### src/rtl/maze_pkg.sv
// Shared maze types: move encodings, replay FSM states and default coordinate width.
package maze_pkg;

  localparam int unsigned CoordWDefault = 4;

  localparam logic [1:0] DIR_YINC = 2'b00;
  localparam logic [1:0] DIR_XINC = 2'b01;
  localparam logic [1:0] DIR_XDEC = 2'b10;
  localparam logic [1:0] DIR_YDEC = 2'b11;

  typedef enum logic [1:0] {
    StIdle,
    StFetch,
    StStep,
    StDone
  } replay_state_e;

endpackage

### src/rtl/coord_stepper.sv
// Combinational single-move coordinate update with an off-grid flag.
module coord_stepper
  import maze_pkg::*;
#(
  parameter int unsigned COORD_W = CoordWDefault
) (
  input  logic [COORD_W-1:0] x_i,
  input  logic [COORD_W-1:0] y_i,
  input  logic [1:0]         dir_i,
  output logic [COORD_W-1:0] next_x_o,
  output logic [COORD_W-1:0] next_y_o,
  output logic               oob_o
);

  localparam logic [COORD_W-1:0] One = {{(COORD_W-1){1'b0}}, 1'b1};

  // Next coordinates wrap naturally; oob_o flags when that wrap happened.
  always_comb begin
    next_x_o = x_i;
    next_y_o = y_i;
    oob_o    = 1'b0;
    unique case (dir_i)
      DIR_YINC: begin
        next_y_o = y_i + One;
        oob_o    = &y_i;
      end
      DIR_XINC: begin
        next_x_o = x_i + One;
        oob_o    = &x_i;
      end
      DIR_XDEC: begin
        next_x_o = x_i - One;
        oob_o    = (x_i == '0);
      end
      DIR_YDEC: begin
        next_y_o = y_i - One;
        oob_o    = (y_i == '0);
      end
      default: ;
    endcase
  end

endmodule

### src/rtl/path_replayer.sv
// Drains the solved path from the checklist stack and replays it as coordinate steps.
// Define PATH_REPLAYER_BOUNDS_CHECK_EN to abort with err when a move leaves the grid.
module path_replayer
  import maze_pkg::*;
#(
  parameter int unsigned COORD_W = CoordWDefault,
  parameter int unsigned IDX_W   = 8
) (
  input  logic               clk,
  input  logic               rst,
  input  logic               start,
  input  logic [1:0]         move,
  input  logic               move_empty,
  output logic               move_rd,
  output logic               step_valid,
  input  logic               step_ready,
  output logic [COORD_W-1:0] step_x,
  output logic [COORD_W-1:0] step_y,
  output logic [1:0]         step_dir,
  output logic [IDX_W-1:0]   step_idx,
  output logic               done,
  output logic               err
);

  localparam logic [IDX_W-1:0] IdxOne = {{(IDX_W-1){1'b0}}, 1'b1};

  replay_state_e      state_q;
  logic [COORD_W-1:0] x_q, y_q;
  logic [1:0]         dir_q;
  logic [IDX_W-1:0]   idx_q;
  logic               valid_q, done_q, err_q;

  logic [COORD_W-1:0] next_x, next_y;
  logic               oob, oob_abort;

  coord_stepper #(
    .COORD_W(COORD_W)
  ) u_coord_stepper (
    .x_i     (x_q),
    .y_i     (y_q),
    .dir_i   (move),
    .next_x_o(next_x),
    .next_y_o(next_y),
    .oob_o   (oob)
  );

`ifdef PATH_REPLAYER_BOUNDS_CHECK_EN
  assign oob_abort = oob;
`else
  logic unused_oob;
  assign unused_oob = oob;
  assign oob_abort  = 1'b0;
`endif

  // Pop is gated by reset so an abandoned replay never consumes a move.
  assign move_rd = rst && (state_q == StFetch) && !move_empty;

  always_ff @(posedge clk) begin
    if (!rst) begin
      state_q <= StIdle;
      x_q     <= '0;
      y_q     <= '0;
      dir_q   <= '0;
      idx_q   <= '0;
      valid_q <= 1'b0;
      done_q  <= 1'b0;
      err_q   <= 1'b0;
    end else begin
      unique case (state_q)
        StIdle, StDone: begin
          if (start) begin
            x_q     <= '0;
            y_q     <= '0;
            idx_q   <= '0;
            done_q  <= 1'b0;
            err_q   <= 1'b0;
            state_q <= StFetch;
          end
        end
        StFetch: begin
          if (move_empty) begin
            done_q  <= 1'b1;
            state_q <= StDone;
          end else if (oob_abort) begin
            // Move is consumed but coordinates keep the last in-range point.
            err_q   <= 1'b1;
            done_q  <= 1'b1;
            state_q <= StDone;
          end else begin
            dir_q   <= move;
            x_q     <= next_x;
            y_q     <= next_y;
            valid_q <= 1'b1;
            state_q <= StStep;
          end
        end
        StStep: begin
          if (step_ready) begin
            valid_q <= 1'b0;
            idx_q   <= (idx_q == {IDX_W{1'b1}}) ? idx_q : idx_q + IdxOne;
            state_q <= StFetch;
          end
        end
        default: state_q <= StIdle;
      endcase
    end
  end

  assign step_valid = valid_q;
  assign step_x     = x_q;
  assign step_y     = y_q;
  assign step_dir   = dir_q;
  assign step_idx   = idx_q;
  assign done       = done_q;
  assign err        = err_q;

endmodule

### config.mk
export PLATFORM = sky130hd
export DESIGN_NAME = path_replayer
export DESIGN_NICKNAME = d
export VERILOG_FILES = /design/src/rtl/maze_pkg.sv /design/src/rtl/coord_stepper.sv /design/src/rtl/path_replayer.sv
export SDC_FILE = /design/constraint.sdc
export NUM_CORES = 1
export LEC_CHECK = 0
export ABC_AREA = 1
export BUFFER_PORTS_ARGS = -buffer_cell sky130_fd_sc_hd__buf_2
export CAP_MARGIN = 40
export CORE_UTILIZATION = 50
export CTS_CLUSTER_SIZE = 14
export DETAILED_ROUTE_END_ITERATION = 8
export PLACE_DENSITY = 0.86
export SKIP_LAST_GASP = 1
export SYNTH_ARGS = -nofsm -noshare
export SYNTH_HDL_FRONTEND = slang
export SYNTH_SLANG_ARGS = --single-unit
export TNS_END_PERCENT = 1
### constraint.sdc
create_clock -name clk -period 4.12 [get_ports clk]
set_clock_uncertainty 0.2 [all_clocks]
set_input_delay 0.206 -clock clk [delete_from_list [all_inputs] [get_ports clk]]
set_output_delay 0.206 -clock clk [all_outputs]
set_load 0.005 [all_outputs]
# --- Yosys cells after proc, flatten, opt, wreduce, memory -nomap -nowiden ---
# Cells that the tools add are included.
word_totals:
  output_inout_bits: 22
  inputBits: 7
  register_bits: 22
  wordCells: 64
classes:
  eq_ne: 14
  bitwise_logic: 1
  n_mux: 21
  n_addsub: 5
  reduce_logical: 16
op_table:
  columns: ["cell", "n"]
  rows:
  - ["case mux 4 bit (2 select lines)", 4]
  - ["two-way mux 8 bit", 3]
  - ["case mux 8 bit (2 select lines)", 1]
  - ["two-way mux 4 bit", 3]
  - ["AND reduction 4 bit", 3]
  - ["!= test 2 bit, second input constant", 5]
  - ["adder 4 x 1 -> 4 bit, second input constant", 2]
  - ["adder 8 x 1 -> 8 bit, second input constant", 1]
  - ["equality test 2 bit, second input constant", 4]
  - ["equality test 8 bit, second input constant", 1]
  - ["subtractor 4 x 1 -> 4 bit, second input constant", 2]
  - ["!= test 3 x 1 -> 1 bit, second input constant", 2]
  - ["case mux 2 bit (3 select lines)", 1]
  - ["AND reduction 3 bit", 2]
  - ["nonzero test 2 bit", 3]
  - ["two-way mux 1 bit", 5]
  - ["equality test 2 x 1 -> 1 bit, second input constant", 2]
  - ["zero test 2 bit", 2]
  - ["two-way mux 2 bit", 2]
  - ["case mux 1 bit (2 select lines)", 2]
  - ["AND reduction 2 bit", 2]
  - ["logical AND 1 bit", 2]
  - ["OR reduction 2 bit", 1]
  - ["zero test 1 bit", 1]
  - ["inverter 1 bit", 1]

# --- Longest topological paths before layout ---
depth:
  word_depth: 4
  ltp_mapped: 11
  mapped_depth_nobuf: 11

# --- By module ---
# Synthesis repeated with hierarchy kept, for this count alone.
unflattened:
  hier_cells: 236
  area_unflattened_um2: 1611.5
modules_own_cells:
  columns: ["mod", "cells_per_inst", "n_inst", "seq_area_each_um2", "area_per_inst_um2"]
  rows:
  - ["path_replayer", 158, 1, 440.4, 1161.1]
  - ["coord_stepper", 78, 1, 0.0, 450.4]

# --- Worst setup path after synthesis ---
# OpenSTA, ideal clock, no wires.
synth_timing:
  kind: "flip-flop to flip-flop"
  from: "register state_q[0]"
  to: "register idx_q[4], in the netlist step_idx[4]"
  path_buffers: 0
  arrival_time_ns: 1.401
  synth_period_minus_slack_ns: 1.719
  setup_ns: 0.118
  required_ns: 3.802
  setup_slack_ns: 2.401
  path_stages_with_launch: 11
  cell_sequence: "dfxtp_1 > inv_1 > ha_1 > nand2_1 > nand2_2 > nor2_4 > inv_1 > o21ai_2 > inv_2 > o21ai_1 > a21oi_2"
synth_between:
  elab_chain_len: 4
  elab_cells_between_ends: 10
  cone_classes: "eq/ne (5); mux (1); reduce/logical (4)"
synth_rtl:
  columns: ["item", "line", "rtl"]
  rows:
  - ["from (decl)", "path_replayer.sv:27", "replay_state_e state_q;"]
  - ["from (signal assigned)", "path_replayer.sv:60", "state_q <= StIdle;"]
  - ["from (signal assigned)", "path_replayer.sv:77", "state_q <= StFetch;"]
  - ["from (signal assigned)", "path_replayer.sv:83", "state_q <= StDone;"]
  - ["equality test 2 bit or zero test 2 bit (tied branches)", "path_replayer.sv:69", "unique case (state_q)"]
  - ["OR reduction 2 bit", "path_replayer.sv:69", null]
  - ["!= test 2 bit (no line) or nonzero test 2 bit (tied branches)", null, null]
  - ["AND reduction 4 bit (no line)", null, null]
  - ["to (signal assigned)", "path_replayer.sv:100", "idx_q <= (idx_q == {IDX_W{1'b1}}) ? idx_q : idx_q + IdxOne;"]
  - ["to (decl)", "path_replayer.sv:30", "logic [IDX_W-1:0] idx_q;"]
# Several ways; a longest one is shown, not always the timed one.
# A chain may end at the register's enable or synchronous reset.

# --- Worst setup path after layout ---
# Ends and elaborated chain as after synthesis.

==> summary.txt <==
Most Frequent Cell on Critical Path - inv_1
io pins - 29
status - finished clean
fillers - 247
clock buffer depth - 2
CTS Root Cell - clkbuf_4
post-synthesis cell type count - 28
WL final - 2612 microns
Final HPWL DP - 2019 microns
global-route wire length before repair - 4422 microns
Max Slew Vio Count - 0
DRT iter0 DRCs - 29
clock share of power - 19.1%
Pint - 374.8 uW
Yosys top cell by area - dfxtp_1
Std-Cell Rows - 18
sw frac - 38.89%
Final ANT Viol Nets - 0
Post-layout nets - 233
initial antenna violation count - 0
Hold Path Class - input port to flip-flop
# diodes - 0
Vias/cell - 5.060
total number of vias - 1260
pwr/cell area - 402.1 nW/um^2
cells after synthesis - 189
Worst Setup Start Kind - flip-flop
worst slack at placement - 2.037 ns
core box area - 2500 sq um
Clock Pin Slew Worst Setup and Hold Paths - 0.12 ns
layout cells sized above 1 - 21.92%
part of the power in registers - 42.2%
Comb pwr share - 38.7%
area grow syn2layout - 15.11%
synthesized cell area - 1325 sq um
DR WL/cell - 10.49 microns
RePlAce Congestion - 0.8239
clock buffer count from CTS - 3
CP top delay family - simple AND/OR/NAND/NOR gates
Area contributors post-synth - dfxtp_1 (33%), nand2_1 (13%), inv_1 (8.2%)
Die Y - 53.48 microns
Fin Setup TNS - 0 ns
post-CTS setup buffer count - 0
Achievable Freq - 473.2 MHz
Initial Util - 53.00%
area post-placement - 1479 sq um
post-synth top area share - 33.24%
CP max stage delay - 0.35 ns
drt pass-1 iters - 4
total track usage - 21.14%
Avg Cell Area, Syn - 7.011 sq um
vias in the first global route - 1079
Die ar. - 2860 sq um
DRC errors left - 0
design area - 1525 sq um
Die Wd - 53.48 microns
Worst setup EP type - flip-flop
# H-tree levels - 1
setup ws final - 2.007 ns
PortBufs - 27
Final setup viols - 0
largest net degree at the start of global routing - 13
slowest library cell on the worst path - dfxtp_1
CTS tree - built
Psw - 238.5 uW
fin crit share - 51.29%
Crit Path Class - flip-flop to flip-flop
Post-Syn Nets - 202
GR Overflow Total - 0
CTS Sinks - 22
Synth warnings - 0
CP Data Required Time - 4.13 ns
unrepaired setup endpoints after global routing - no
register area share after synthesis - 33.24%
arrival time at the worst endpoint - 2.13 ns
Max Cap Viol - 0
Final min period - 2.113 ns
endpoints failing hold - 0
CP Max Fanout - 11
Max IR drop VDD - 0.2803 mV
static leakage - 0.7629 nW
Clk Latency, worst-skew pair - 0.31 ns
critical-path cell list - inv_1 -> ha_1 -> nand2_1 -> nand2_2 -> nor2_4 -> inv_1 -> o21ai_2 -> inv_2 -> o21ai_1 -> a21oi_2
CP bufs+invs - 3
Seq cells post-synth - 22
kinds of logic after synthesis:
kind of cell,synth area share (%)
AND/OR/NAND/NOR,31.63
AO/OA/AOI/OAI,15.39
buffers and inverters,10.48
flip-flops,33.24
adder cells (fa/ha/maj),5.666
XOR/XNOR,3.305
other,0.2830
tightest hold or removal path: stages:
cell	delay [ns]
buf_2	0.09
nand3_1	0.07
nand2_1	0.06
a21oi_1	0.05
power by group through the flow:
stage                     logic [mW]  registers, mW  clock network [mW]
after global routing           0.268          0.262               0.129
after floorplan                0.187          0.262                   0
after global placement         0.229          0.263                   0
final                          0.238          0.259               0.117
after detailed placement       0.235          0.264                   0
after CTS                      0.237          0.259               0.121
registers in the layout (all words and copies together) (netlist names):
signal	cells
done	1
state_q	2
step_dir	2
step_idx	8
step_valid	1
step_x	4
step_y	4
placed cells by master, fill, tap and decap left out, types with 4 or more instances in the layout:
master | synthesis | final
o21ai_0 | 8 | 8
ha_1 | 6 | 6
xor2_1 | 4 | 4
nor2_1 | 12 | 12
dfxtp_1 | 22 | 22
a21oi_2 | 4 | 4
nand2_1 | 45 | 45
a21oi_1 | 15 | 15
nand3_1 | 16 | 16
inv_1 | 29 | 29
buf_2 | 0 | 27
layer usage:
metal	vias to the layer above	share of wire (%)	routed length, microns	global-route usage, %
li1	672	-	-	-
met1	548	48	1245	26.68
met2	38	45	1185	34.17
met3	2	6.1	159	6.322
met4	0	0.80	21	6.140
met5	-	0	0	0
per-stage QoR:
stage                     utilization [%]  power, mW  hold WS (ns)  std cells
final                               61.01     0.6133       0.01600        249
after global routing                61.01     0.6588      0.009246        249
after CTS                           61.01     0.6176      0.001218        249
after detailed placement            59.16     0.4990        0.2599        244
after global placement              59.16     0.4927        0.2509        244
after floorplan                         -     0.4492        0.1405        189
final timing paths:
path,start,endpoint,slack [ns],cells after the start
worst min-delay path,start,done$_SDFFE_PN0P_,0.02,4
worst max register to register,state_q[0]$_SDFFE_PN0P_,step_idx[4]$_SDFFE_PN0P_,2.01,10
worst max-delay path,state_q[0]$_SDFFE_PN0P_,step_idx[4]$_SDFFE_PN0P_,2.01,10
worst min register to register,step_valid$_SDFFE_PN0P_,step_valid$_SDFFE_PN0P_,0.27,2
Yosys cell counts (all sizes together):
| cell | number |
|---|---|
| nand3 | 16 |
| buf | 2 |
| nor3 | 2 |
| dfxtp | 22 |
| xor2 | 4 |
| xnor2 | 1 |
| ha | 6 |
| nor2 | 14 |
| conb | 1 |
| inv | 31 |
| a31oi | 3 |
| o211ai | 1 |
| nand2 | 48 |
| o21ai | 12 |
| nand3b | 2 |
| clkinv | 1 |
| a21oi | 19 |
| nand4 | 4 |
layout make-up:
| cell class | instances | area, sq um | area share (%) |
|---|---|---|---|
| multi-input combinational | 133 | 745.7 | 48.89 |
| tap | 30 | 37.54 | 2.461 |
| clock buffer | 4 | 36.28 | 2.379 |
| timing repair buffer | 28 | 145.1 | 9.516 |
| sequential | 22 | 440.4 | 28.88 |
| inverter | 32 | 120.1 | 7.875 |
timing repair:
item / CTS / global route
endpoints found under the hold margin: 1 / 0
hold buffers: 1 / 0
endpoints found under the setup margin: 0 / 0
resized for setup: 0 / 0
(Power assumes the default switching activity.)
